==> config.mk <==
export PLATFORM = sky130hd
export DESIGN_NAME = md_seq_ctrl
export DESIGN_NICKNAME = d
export VERILOG_FILES = /design/src/rtl/md_ctrl_pkg.sv /design/src/rtl/md_timeout_cnt.sv /design/src/rtl/md_seq_ctrl.sv
export SDC_FILE = /design/constraint.sdc
export NUM_CORES = 1
export LEC_CHECK = 0
export CORE_AREA = 2 2 78 80
export CTS_BUF_LIST = sky130_fd_sc_hd__clkbuf_4
export CTS_CLUSTER_DIAMETER = 200
export CTS_CLUSTER_SIZE = 14
export DETAILED_ROUTE_END_ITERATION = 7
export DIE_AREA = 0 0 80 82
export HOLD_SLACK_MARGIN = 0.05
export PLACE_DENSITY_LB_ADDON = 0.25
export SETUP_SLACK_MARGIN = 0.5
export SLEW_MARGIN = 30
export SYNTH_ARGS = -nofsm -noshare
export SYNTH_HDL_FRONTEND = slang
export SYNTH_SLANG_ARGS = --single-unit
==> constraint.sdc <==
create_clock -name clock -period 1.45 [get_ports clock]
set_input_delay 0.3625 -clock clock [delete_from_list [all_inputs] [get_ports clock]]
set_output_delay 0.3625 -clock clock [all_outputs]
set_load 0.01 [all_outputs]
==> src/rtl/md_ctrl_pkg.sv <==
// Shared encodings for the multiply/divide sequencer: FSM states, decode
// constants and the rstatus exception codes used by the main control decoder.
package md_ctrl_pkg;

    typedef enum logic [1:0] {
        ST_IDLE  = 2'd0,
        ST_START = 2'd1,
        ST_WAIT  = 2'd2,
        ST_WB    = 2'd3
    } md_state_e;

    localparam logic [4:0] OP_RTYPE    = 5'b00000;
    localparam logic [4:0] ALU_MUL     = 5'b00110;
    localparam logic [4:0] ALU_DIV     = 5'b00111;
    localparam logic [4:0] REG_RSTATUS = 5'b11110;

    localparam logic [31:0] EXC_MUL     = 32'd4;
    localparam logic [31:0] EXC_DIV     = 32'd5;
    localparam logic [31:0] EXC_TIMEOUT = 32'd6;

    // A timeout outranks the operation-specific code.
    function automatic logic [31:0] exc_code(input logic timeout, input logic is_div);
        if (timeout)
            return EXC_TIMEOUT;
        else if (is_div)
            return EXC_DIV;
        else
            return EXC_MUL;
    endfunction

endpackage

==> src/rtl/md_timeout_cnt.sv <==
// WAIT-cycle counter for the md sequencer: clearable, enabled up-counter
// flagging the last allowed cycle before a forced timeout.
module md_timeout_cnt #(
    parameter int TIMEOUT_CYCLES = 40,
    parameter int CNT_W          = 6
) (
    input  logic clock,
    input  logic reset,
    input  logic clear,
    input  logic enable,
    output logic tc
);

    logic [CNT_W-1:0] cnt;

    always_ff @(posedge clock) begin
        if (reset || clear)
            cnt <= '0;
        else if (enable)
            cnt <= cnt + 1'b1;
    end

    assign tc = (cnt == CNT_W'(TIMEOUT_CYCLES - 1));

endmodule

==> src/rtl/md_seq_ctrl.sv <==
// Multi-cycle sequencer that stalls the CPU around a mul/div and writes back the
// result (or an rstatus code). Define MD_STALL_PERF_EN for stall/timeout counters.
module md_seq_ctrl
    import md_ctrl_pkg::*;
#(
    parameter int TIMEOUT_CYCLES = 40,
    parameter int CNT_W          = 6
) (
    input  logic        clock,
    input  logic        reset,
    input  logic [4:0]  opcode,
    input  logic [4:0]  ALUopcode,
    input  logic [4:0]  Rd,
    input  logic        md_ready,
    input  logic        md_exception,
    input  logic [31:0] md_result,
    output logic        ctrl_MULT,
    output logic        ctrl_DIV,
    output logic        stall,
    output logic        md_wb_en,
    output logic [4:0]  md_wb_reg,
    output logic [31:0] md_wb_data,
    output logic        busy
`ifdef MD_STALL_PERF_EN
    ,
    output logic [31:0] stall_cycles,
    output logic [15:0] md_timeouts
`endif
);

    md_state_e   state, next_state;
    logic        is_mul, is_div, is_md;
    logic        op_is_div;
    logic [4:0]  rd_q;
    logic [31:0] result_q;
    logic        exc_q, timeout_q;
    logic        cnt_clear, cnt_en, cnt_tc;

    assign is_mul = (opcode == OP_RTYPE) && (ALUopcode == ALU_MUL);
    assign is_div = (opcode == OP_RTYPE) && (ALUopcode == ALU_DIV);
    assign is_md  = is_mul | is_div;

    md_timeout_cnt #(
        .TIMEOUT_CYCLES (TIMEOUT_CYCLES),
        .CNT_W          (CNT_W)
    ) u_timeout_cnt (
        .clock  (clock),
        .reset  (reset),
        .clear  (cnt_clear),
        .enable (cnt_en),
        .tc     (cnt_tc)
    );

    always_ff @(posedge clock) begin
        if (reset)
            state <= ST_IDLE;
        else
            state <= next_state;
    end

    // Everything except the IDLE stall is decoded from state and latched regs.
    always_comb begin
        next_state = state;
        cnt_clear  = 1'b0;
        cnt_en     = 1'b0;
        ctrl_MULT  = 1'b0;
        ctrl_DIV   = 1'b0;
        stall      = 1'b0;
        md_wb_en   = 1'b0;
        md_wb_reg  = 5'd0;
        md_wb_data = 32'd0;
        busy       = (state != ST_IDLE);
        case (state)
            ST_IDLE: begin
                stall = is_md;
                if (is_md)
                    next_state = ST_START;
            end
            ST_START: begin
                ctrl_MULT  = ~op_is_div;
                ctrl_DIV   = op_is_div;
                stall      = 1'b1;
                cnt_clear  = 1'b1;
                next_state = ST_WAIT;
            end
            ST_WAIT: begin
                stall  = 1'b1;
                cnt_en = 1'b1;
                if (md_ready || cnt_tc)
                    next_state = ST_WB;
            end
            ST_WB: begin
                md_wb_en   = exc_q | (rd_q != 5'd0);
                md_wb_reg  = exc_q ? REG_RSTATUS : rd_q;
                md_wb_data = exc_q ? exc_code(timeout_q, op_is_div) : result_q;
                next_state = ST_IDLE;
            end
            default: next_state = ST_IDLE;
        endcase
        if (reset)
            stall = 1'b0;
    end

    // A result arriving on the timeout cycle wins over the timeout.
    always_ff @(posedge clock) begin
        if (reset) begin
            op_is_div <= 1'b0;
            rd_q      <= 5'd0;
            result_q  <= 32'd0;
            exc_q     <= 1'b0;
            timeout_q <= 1'b0;
        end else begin
            case (state)
                ST_IDLE: begin
                    if (is_md) begin
                        op_is_div <= is_div;
                        rd_q      <= Rd;
                    end
                end
                ST_WAIT: begin
                    if (md_ready) begin
                        result_q  <= md_result;
                        exc_q     <= md_exception;
                        timeout_q <= 1'b0;
                    end else if (cnt_tc) begin
                        exc_q     <= 1'b1;
                        timeout_q <= 1'b1;
                    end
                end
                default: ;
            endcase
        end
    end

`ifdef MD_STALL_PERF_EN
    always_ff @(posedge clock) begin
        if (reset) begin
            stall_cycles <= 32'd0;
            md_timeouts  <= 16'd0;
        end else begin
            if (stall && (stall_cycles != 32'hFFFF_FFFF))
                stall_cycles <= stall_cycles + 32'd1;
            if ((state == ST_WB) && timeout_q && (md_timeouts != 16'hFFFF))
                md_timeouts <= md_timeouts + 16'd1;
        end
    end
`endif

endmodule

==> results of run 1 <==
==> synth_stat cells <==
cell / n / area [um2]
nor3_4: 1 / 16.3
nor2b_1: 3 / 18.8
xnor2_1: 1 / 8.76
nand4_1: 2 / 12.5
o21ai_0: 1 / 5.00
a31oi_2: 1 / 12.5
o211a_1: 1 / 10.0
inv_1: 6 / 22.5
o31a_1: 2 / 17.5
o21a_1: 5 / 37.5
or3_1: 1 / 6.26
nand2_1: 69 / 259
a21boi_0: 1 / 7.51
a21oi_1: 33 / 165
o221a_1: 1 / 11.3
a31oi_4: 1 / 21.3
and2_1: 31 / 194
nor2_4: 2 / 22.5
ha_1: 5 / 62.6
inv_2: 1 / 3.75
and4bb_2: 1 / 12.5
or4_1: 1 / 7.51
buf_2: 5 / 25.0
a211oi_2: 1 / 12.5
nand4_4: 2 / 42.5
or2_2: 1 / 6.26
nand3b_1: 1 / 7.51
xor2_1: 3 / 26.3
nand2b_1: 1 / 6.26
dfxtp_1: 48 / 961
nor2_1: 15 / 56.3
buf_4: 3 / 22.5
buf_6: 1 / 11.3
clkbuf_1: 9 / 33.8
mux2i_1: 9 / 90.1
==> flip-flops by register name, indices dropped and copies added, names as in the netlist <==
name,count
result_q,32
u_timeout_cnt.cnt,6
rd_q,5
state,2
exc_q,1
op_is_div,1
timeout_q,1
==> logic make-up after synthesis <==
group	count (synthesis)	synth area share
muxes	9	0.0403
DFF	48	0.430
AOI/OAI and AO/OA	47	0.134
and+or+nand+nor	131	0.299
buffers and inverters	25	0.0532
adders and majority gates	5	0.0280
xor gates and xnor gates	4	0.0157
==> critical path, delay by kind of cell, from the launching register on <==
family | cells | cell delay [ns]
flops | 1 | 0.34
buf+inv | 5 | 0.68
simple gates | 2 | 0.30
==> report_power, final <==
part           internal (mW)  switching (mW)  total [mW]
Sequential              1.32         0.00565        1.33
Combinational          0.239           0.147       0.386
Clock                  0.362           0.434       0.796
==> final cells by class <==
class                   count  area [um2]
inverters                   7        41.3
fillers                   373        1210
clock inverters             3        41.3
clock buffers               5        37.5
repair buffers            160        1830
multi-input cells         196        1510
well taps                  75        93.8
flip-flops and latches     48         972
==> layer usage <==
| layer | vias up | wire (um) |
|---|---|---|
| li1 | 1181 | - |
| met1 | 1179 | 3360 |
| met2 | 86 | 4350 |
| met3 | 14 | 372 |
| met4 | 0 | 189 |
| met5 | - | 0 |
==> what timing repair did <==
item | CTS | global route
pin swaps | 18 | 32
setup buffers | 23 | 7
cloned | 9 | 0
resized for setup | 246 | 48
endpoints found under the setup margin | 90 | 90
==> worst max-delay path by stage <==
stage	end	slack [ns]
after floorplan	stall	-0.04
after global placement	stall	-0.90
after detailed placement	stall	-0.90
after CTS	md_wb_reg[0]	-0.59
after global routing	md_wb_data[29]	-0.66
final	md_wb_data[29]	-0.59
==> stage by stage <==
| stage | util | hold slack (ns) | setup WS, ns | cells |
|---|---|---|---|---|
| floorplan | - | 0.436 | -0.0429 | 269 |
| global placement | 0.630 | 0.442 | -0.902 | 447 |
| detailed placement | 0.630 | 0.449 | -0.903 | 447 |
| CTS | 0.752 | 0.466 | -0.590 | 487 |
| global route | 0.789 | 0.482 | -0.658 | 494 |
| finish | 0.789 | 0.465 | -0.588 | 494 |
==> reports/metrics.csv, run 1 <==
stage;metric;value;unit
cells_and_area;final_common_cell;buf_6;
sta;fin_tns_setup;-28.93;ns
drt;final_antenna_net_count;0;
clock_network;path_clk_slew;0.13;ns
grt;grt.overflow.total;0;
cells_and_area;final_area;0.00453;mm2
sta;rsz0062_at_grt;yes;
hold_path;hold_class;reg -> reg;
worst_setup_path;crit_chain;buf_4, nor2b_4, buf_6, buf_6, buf_16, and2_4, buf_6;
drt;drc;0;
logic_synthesis;syn_inst;269;
cells_and_area;nNetsFinal;474;
placed_design;io_buffers;92;
sta;timing.final.ws_setup;-0.588;ns
placed_design;hpwlAfterDp;4200;um
sta;finalCriticalPeriod;2.04;ns
worst_setup_path;max_stage_delay;0.34;ns
worst_setup_path;slowest_stage;dfxtp_1;
worst_setup_path;path_max_fanout;10;
floorplanning;die_w;80;um
logic_synthesis;ys_seq_elements;48;
drt;dr.pass1.iters;4;
run_status;violations;negative setup slack;
hold_path;hold_depth;2;
clock_network;numClockSinks;48;
clock_network;cts_tree;built;
grt;use_met3;0.0396;
floorplanning;pin_count;93;
drt;wl_per_cell;16.7;um
grt;grt_max_degree;42;
drt;wirelength;8260;um
floorplanning;die_area;0.00656;mm2
floorplanning;die_h;82;um
grt;grt_pass1_wl;11500;um
cells_and_area;n_antenna_cell;0;
logic_synthesis;synth_fp_nets;325;
worst_setup_path;worst_path_most_repeated_cell;buf_6;
cells_and_area;area_growth;103;%
grt;use_met1;0.270;
worst_setup_path;worstSetupStartpointType;flop;
grt;busiest_layer;met2;
floorplanning;rows;28;
grt;grt_pass1_vias;2381;
cells_and_area;layout-drive-gt1-share;0.527;
logic_synthesis;synth_cell_type_count;35;
sta;max_freq;0.491;GHz
placed_design;place_congestion;0.719;
job;drv_cap;0;
sta;max_slew.worst_pin.slew;0.421;ns
drt;drt_iter0_drc;175;
hold_path;hold_start;result_q[23]$_SDFFE_PP0P_;
worst_setup_path;critPathKind;reg -> out;
sta;slew-limit-headroom;0.719;
floorplanning;start_util;0.389;
logic_synthesis;yosysWarnings;0;
worst_setup_path;r2r_end;result_q[19]$_SDFFE_PP0P_;
logic_synthesis;ys_seq_area_frac;0.430;
worst_setup_path;crit_start;exc_q$_SDFFE_PP0P_;
logic_synthesis;syn_avg_cell_area;8.31;um2
worst_setup_path;critPathArrivalTime;1.68;ns
worst_setup_path;r2r_slack;-0.28;ns
clock_network;cts_hold_buf;0;
cells_and_area;layout_common_cells;buf_6, nand2_1, clkdlybuf4s50_1;
sta;min_period_over_period;1.41;
floorplanning;core-area;0.00575;mm2
power_and_ir_drop;peakVddDrop;0.515;mV
power_and_ir_drop;power_density;554;mW/mm2
drt;drt-vias-per-instance;4.98;
worst_setup_path;required;1.09;ns
placed_design;placed_area;0.00362;mm2
power_and_ir_drop;power.total;2.51;mW
logic_synthesis;syn_area;0.00224;mm2
sta;finalSetupViolCount;84;
sta;hold_viol;0;
worst_setup_path;reg2reg_depth;10;
clock_network;clock_latency;0.37;ns
clock_network;cts_made_buffers;5;
power_and_ir_drop;cellLeakagePower;1.88;nW
worst_setup_path;worst_setup_path_end_kind;primary output;
clock_network;clock_tree.htree_level_count;2;
sta;fin_worst_skew;0.0157;ns
clock_network;cts.path.max_buffers;2;
grt;grt_util_met2;0.429;
grt;antenna_found_initial;0;
clock_network;clockRootBuffer;clkbuf_4;
hold_path;whs_endpoint;result_q[23]$_SDFFE_PP0P_;
sta;drv_slew;0;
run_status;outcome;finished, violations left;
worst_setup_path;reg2reg_from;state[1]$_SDFFE_PP0P_;
grt;grtUsageTotal;0.229;
drt;vias;2460;
Note: power is estimated with default switching activity, not from simulation.
==> run 2, diff against run 1 <==
--- a/config.mk
+++ b/config.mk
@@ -12,7 +12,7 @@
 export DETAILED_ROUTE_END_ITERATION = 7
 export DIE_AREA = 0 0 80 82
 export HOLD_SLACK_MARGIN = 0.05
-export PLACE_DENSITY_LB_ADDON = 0.25
+export PLACE_DENSITY = 0.82
 export SETUP_SLACK_MARGIN = 0.5
 export SLEW_MARGIN = 30
 export SYNTH_ARGS = -nofsm -noshare
==> run 2 against run 1 <==
  * The run still ends with negative setup slack left
  * Utilization is 2.2 points lower
  * Sequential cell count stayed put
  * Global-route usage is 2.0 points lower
  * Maximum frequency is 1.0% higher
  * Critical path type unchanged
  * Largest cell class unchanged
  * Largest power group unchanged
==> reports/metrics.csv, run 2 (synthesis gave the netlist of run 1 again) <==
stage;metric;value;unit
worst_setup_path;crit_start;state[1]$_SDFFE_PP0P_;
clock_network;path_clk_slew;0.14;ns
worst_setup_path;cp_top_family;buffers and inverters;
clock_network;cts_made_buffers;5;
cells_and_area;top_regs;result_q: 32 flops, u_timeout_cnt.cnt: 6 flops, rd_q: 5 flops;
cells_and_area;layout_common_cells;nand2_1, clkdlybuf4s50_1, buf_6;
sta;rsz0062_at_grt;yes;
run_status;outcome;finished, violations left;
cells_and_area;final_common_cell;nand2_1;
sta;max_slew.worst_pin.slew;0.556;ns
worst_setup_path;path_max_fanout;7;
worst_setup_path;worstSetupStartpointType;flop;
drt;drc;0;
worst_setup_path;r2r_end;result_q[12]$_SDFFE_PP0P_;
job;drv_cap;0;
clock_network;cts.path.max_buffers;2;
placed_design;place_congestion;0.760;
worst_setup_path;critPathBufInv;4;
drt;wl_met3;353;um
drt;drt_iter0_drc;72;
worst_setup_path;crit_end;md_wb_data[25];
drt;dr.max_layer_used;met4;
grt;grt.overflow.total;0;
worst_setup_path;reg2reg_depth;11;
clock_network;clock_tree.htree_level_count;2;
sta;max_freq;0.496;GHz
sta;hold-worst-slack;0.467;ns
sta;hold_viol;0;
floorplanning;pin_count;93;
drt;drt-vias-per-instance;4.82;
drt;wl_met1;2810;um
clock_network;cts_hold_buf;0;
grt;grt_pass1_vias;2338;
drt;dr.pass1.iters;4;
sta;finalCriticalPeriod;2.02;ns
worst_setup_path;critPathKind;reg -> out;
worst_setup_path;reg2reg_from;state[0]$_SDFFE_PP0P_;
placed_design;io_buffers;92;
clock_network;clockRootBuffer;clkbuf_4;
grt;grt_pass1_wl;10600;um
run_status;violations;negative setup slack;
drt;wirelength;7180;um
worst_setup_path;critPathArrivalTime;1.65;ns
sta;slew-limit-headroom;0.629;
grt;antenna_found_initial;1;
floorplanning;core-area;0.00575;mm2
cells_and_area;area_growth;97.0;%
worst_setup_path;path_depth;7;
worst_setup_path;slowest_stage;dfxtp_4;
sta;drv_slew;0;
sta;fin_tns_setup;-25.80;ns
sta;fin_worst_skew;0.00743;ns
cells_and_area;nNetsFinal;466;
worst_setup_path;max_stage_delay;0.38;ns
cells_and_area;layout-drive-gt1-share;0.516;
floorplanning;start_util;0.389;
floorplanning;die_w;80;um
worst_setup_path;worst_setup_path_end_kind;primary output;
hold_path;hold_class;reg -> reg;
clock_network;cts_tree;built;
floorplanning;rows;28;
clock_network;clock_latency;0.36;ns
drt;vias;2349;
hold_path;hold_start;result_q[29]$_SDFFE_PP0P_;
placed_design;hpwlAfterDp;4230;um
floorplanning;die_h;82;um
power_and_ir_drop;power.total;2.50;mW
clock_network;numClockSinks;48;
worst_setup_path;r2r_slack;-0.24;ns
floorplanning;die_area;0.00656;mm2
worst_setup_path;required;1.09;ns
power_and_ir_drop;cellLeakagePower;1.77;nW
drt;final_antenna_net_count;0;
power_and_ir_drop;peakVddDrop;0.483;mV
drt;wl_per_cell;14.7;um
sta;finalSetupViolCount;82;
grt;grtUsageTotal;0.210;
worst_setup_path;crit_chain;ha_4, nor2b_4, buf_12, buf_12, buf_8, and2_4, buf_6;
cells_and_area;regMostFlops;result_q;
cells_and_area;largest_reg_flops;32;
worst_setup_path;worst_path_most_repeated_cell;buf_12;
sta;timing.final.ws_setup;-0.567;ns
drt;routed-wl-met2;3910;um
sta;min_period_over_period;1.39;
grt;grt_max_degree;42;
power_and_ir_drop;power_density;568;mW/mm2
## run 2: how the worst min path moves through the flow
stage                                      to  slack (ns)  cells after the start
floorplan            result_q[1]$_SDFFE_PP0P_        0.44                      2
global placement    result_q[21]$_SDFFE_PP0P_        0.44                      2
detailed placement  result_q[14]$_SDFFE_PP0P_        0.45                      2
CTS                  result_q[1]$_SDFFE_PP0P_        0.47                      2
global route        result_q[29]$_SDFFE_PP0P_        0.49                      2
finish              result_q[29]$_SDFFE_PP0P_        0.47                      2
## run 2: per-stage QoR
stage,util,instances,area [um2],setup WS [ns]
2_1_floorplan,-,269,2520,-0.0429
3_3_place_gp,0.635,450,3650,-0.848
3_5_place_dp,0.635,450,3650,-0.876
4_1_cts,0.731,482,4200,-0.570
5_1_grt,0.767,487,4400,-0.616
6_report,0.767,487,4400,-0.567
## run 2: where the power goes
part	internal (mW)	switching, mW	total (mW)
Combinational	0.233	0.142	0.375
Sequential	1.32	0.00570	1.33
Clock	0.362	0.437	0.799
Total	1.92	0.584	2.50
## run 2: final cells by class
type                            count  area [um2]
Inverter                            7        41.3
Multi-Input combinational cell    196        1510
Fill cell                         389        1340
Clock inverter                      3        41.3
Clock buffer                        5        37.5
Timing Repair Buffer              152        1710
Tap cell                           75        93.8
Antenna cell                        1        2.50
Sequential cell                    48         973
## run 2: routing by layer
metal | GRT usage | up-vias
met3 | 0.0429 | 7
met4 | 0.0695 | 0
met2 | 0.399 | 73
li1 | - | 1165
met1 | 0.231 | 1104
met5 | 0 | -
## run 2: worst reg2reg max path, cell delays in order (launching register included)
cell and delay, ns:
dfxtp_4 0.38, buf_4 0.14, inv_4 0.06, buf_4 0.11, ha_4 0.17, buf_12 0.12
inv_8 0.03, nor2_4 0.14, buf_6 0.15, buf_16 0.13, nand2_2 0.07, a21oi_1 0.13
## run 2: what timing repair did
item | 4_1_cts | 5_1_grt
gates resized for setup | 231 | 46
setup endpoints to repair | 90 | 90
gates cloned | 5 | 1
setup buffers | 19 | 3
pin swaps | 7 | 6
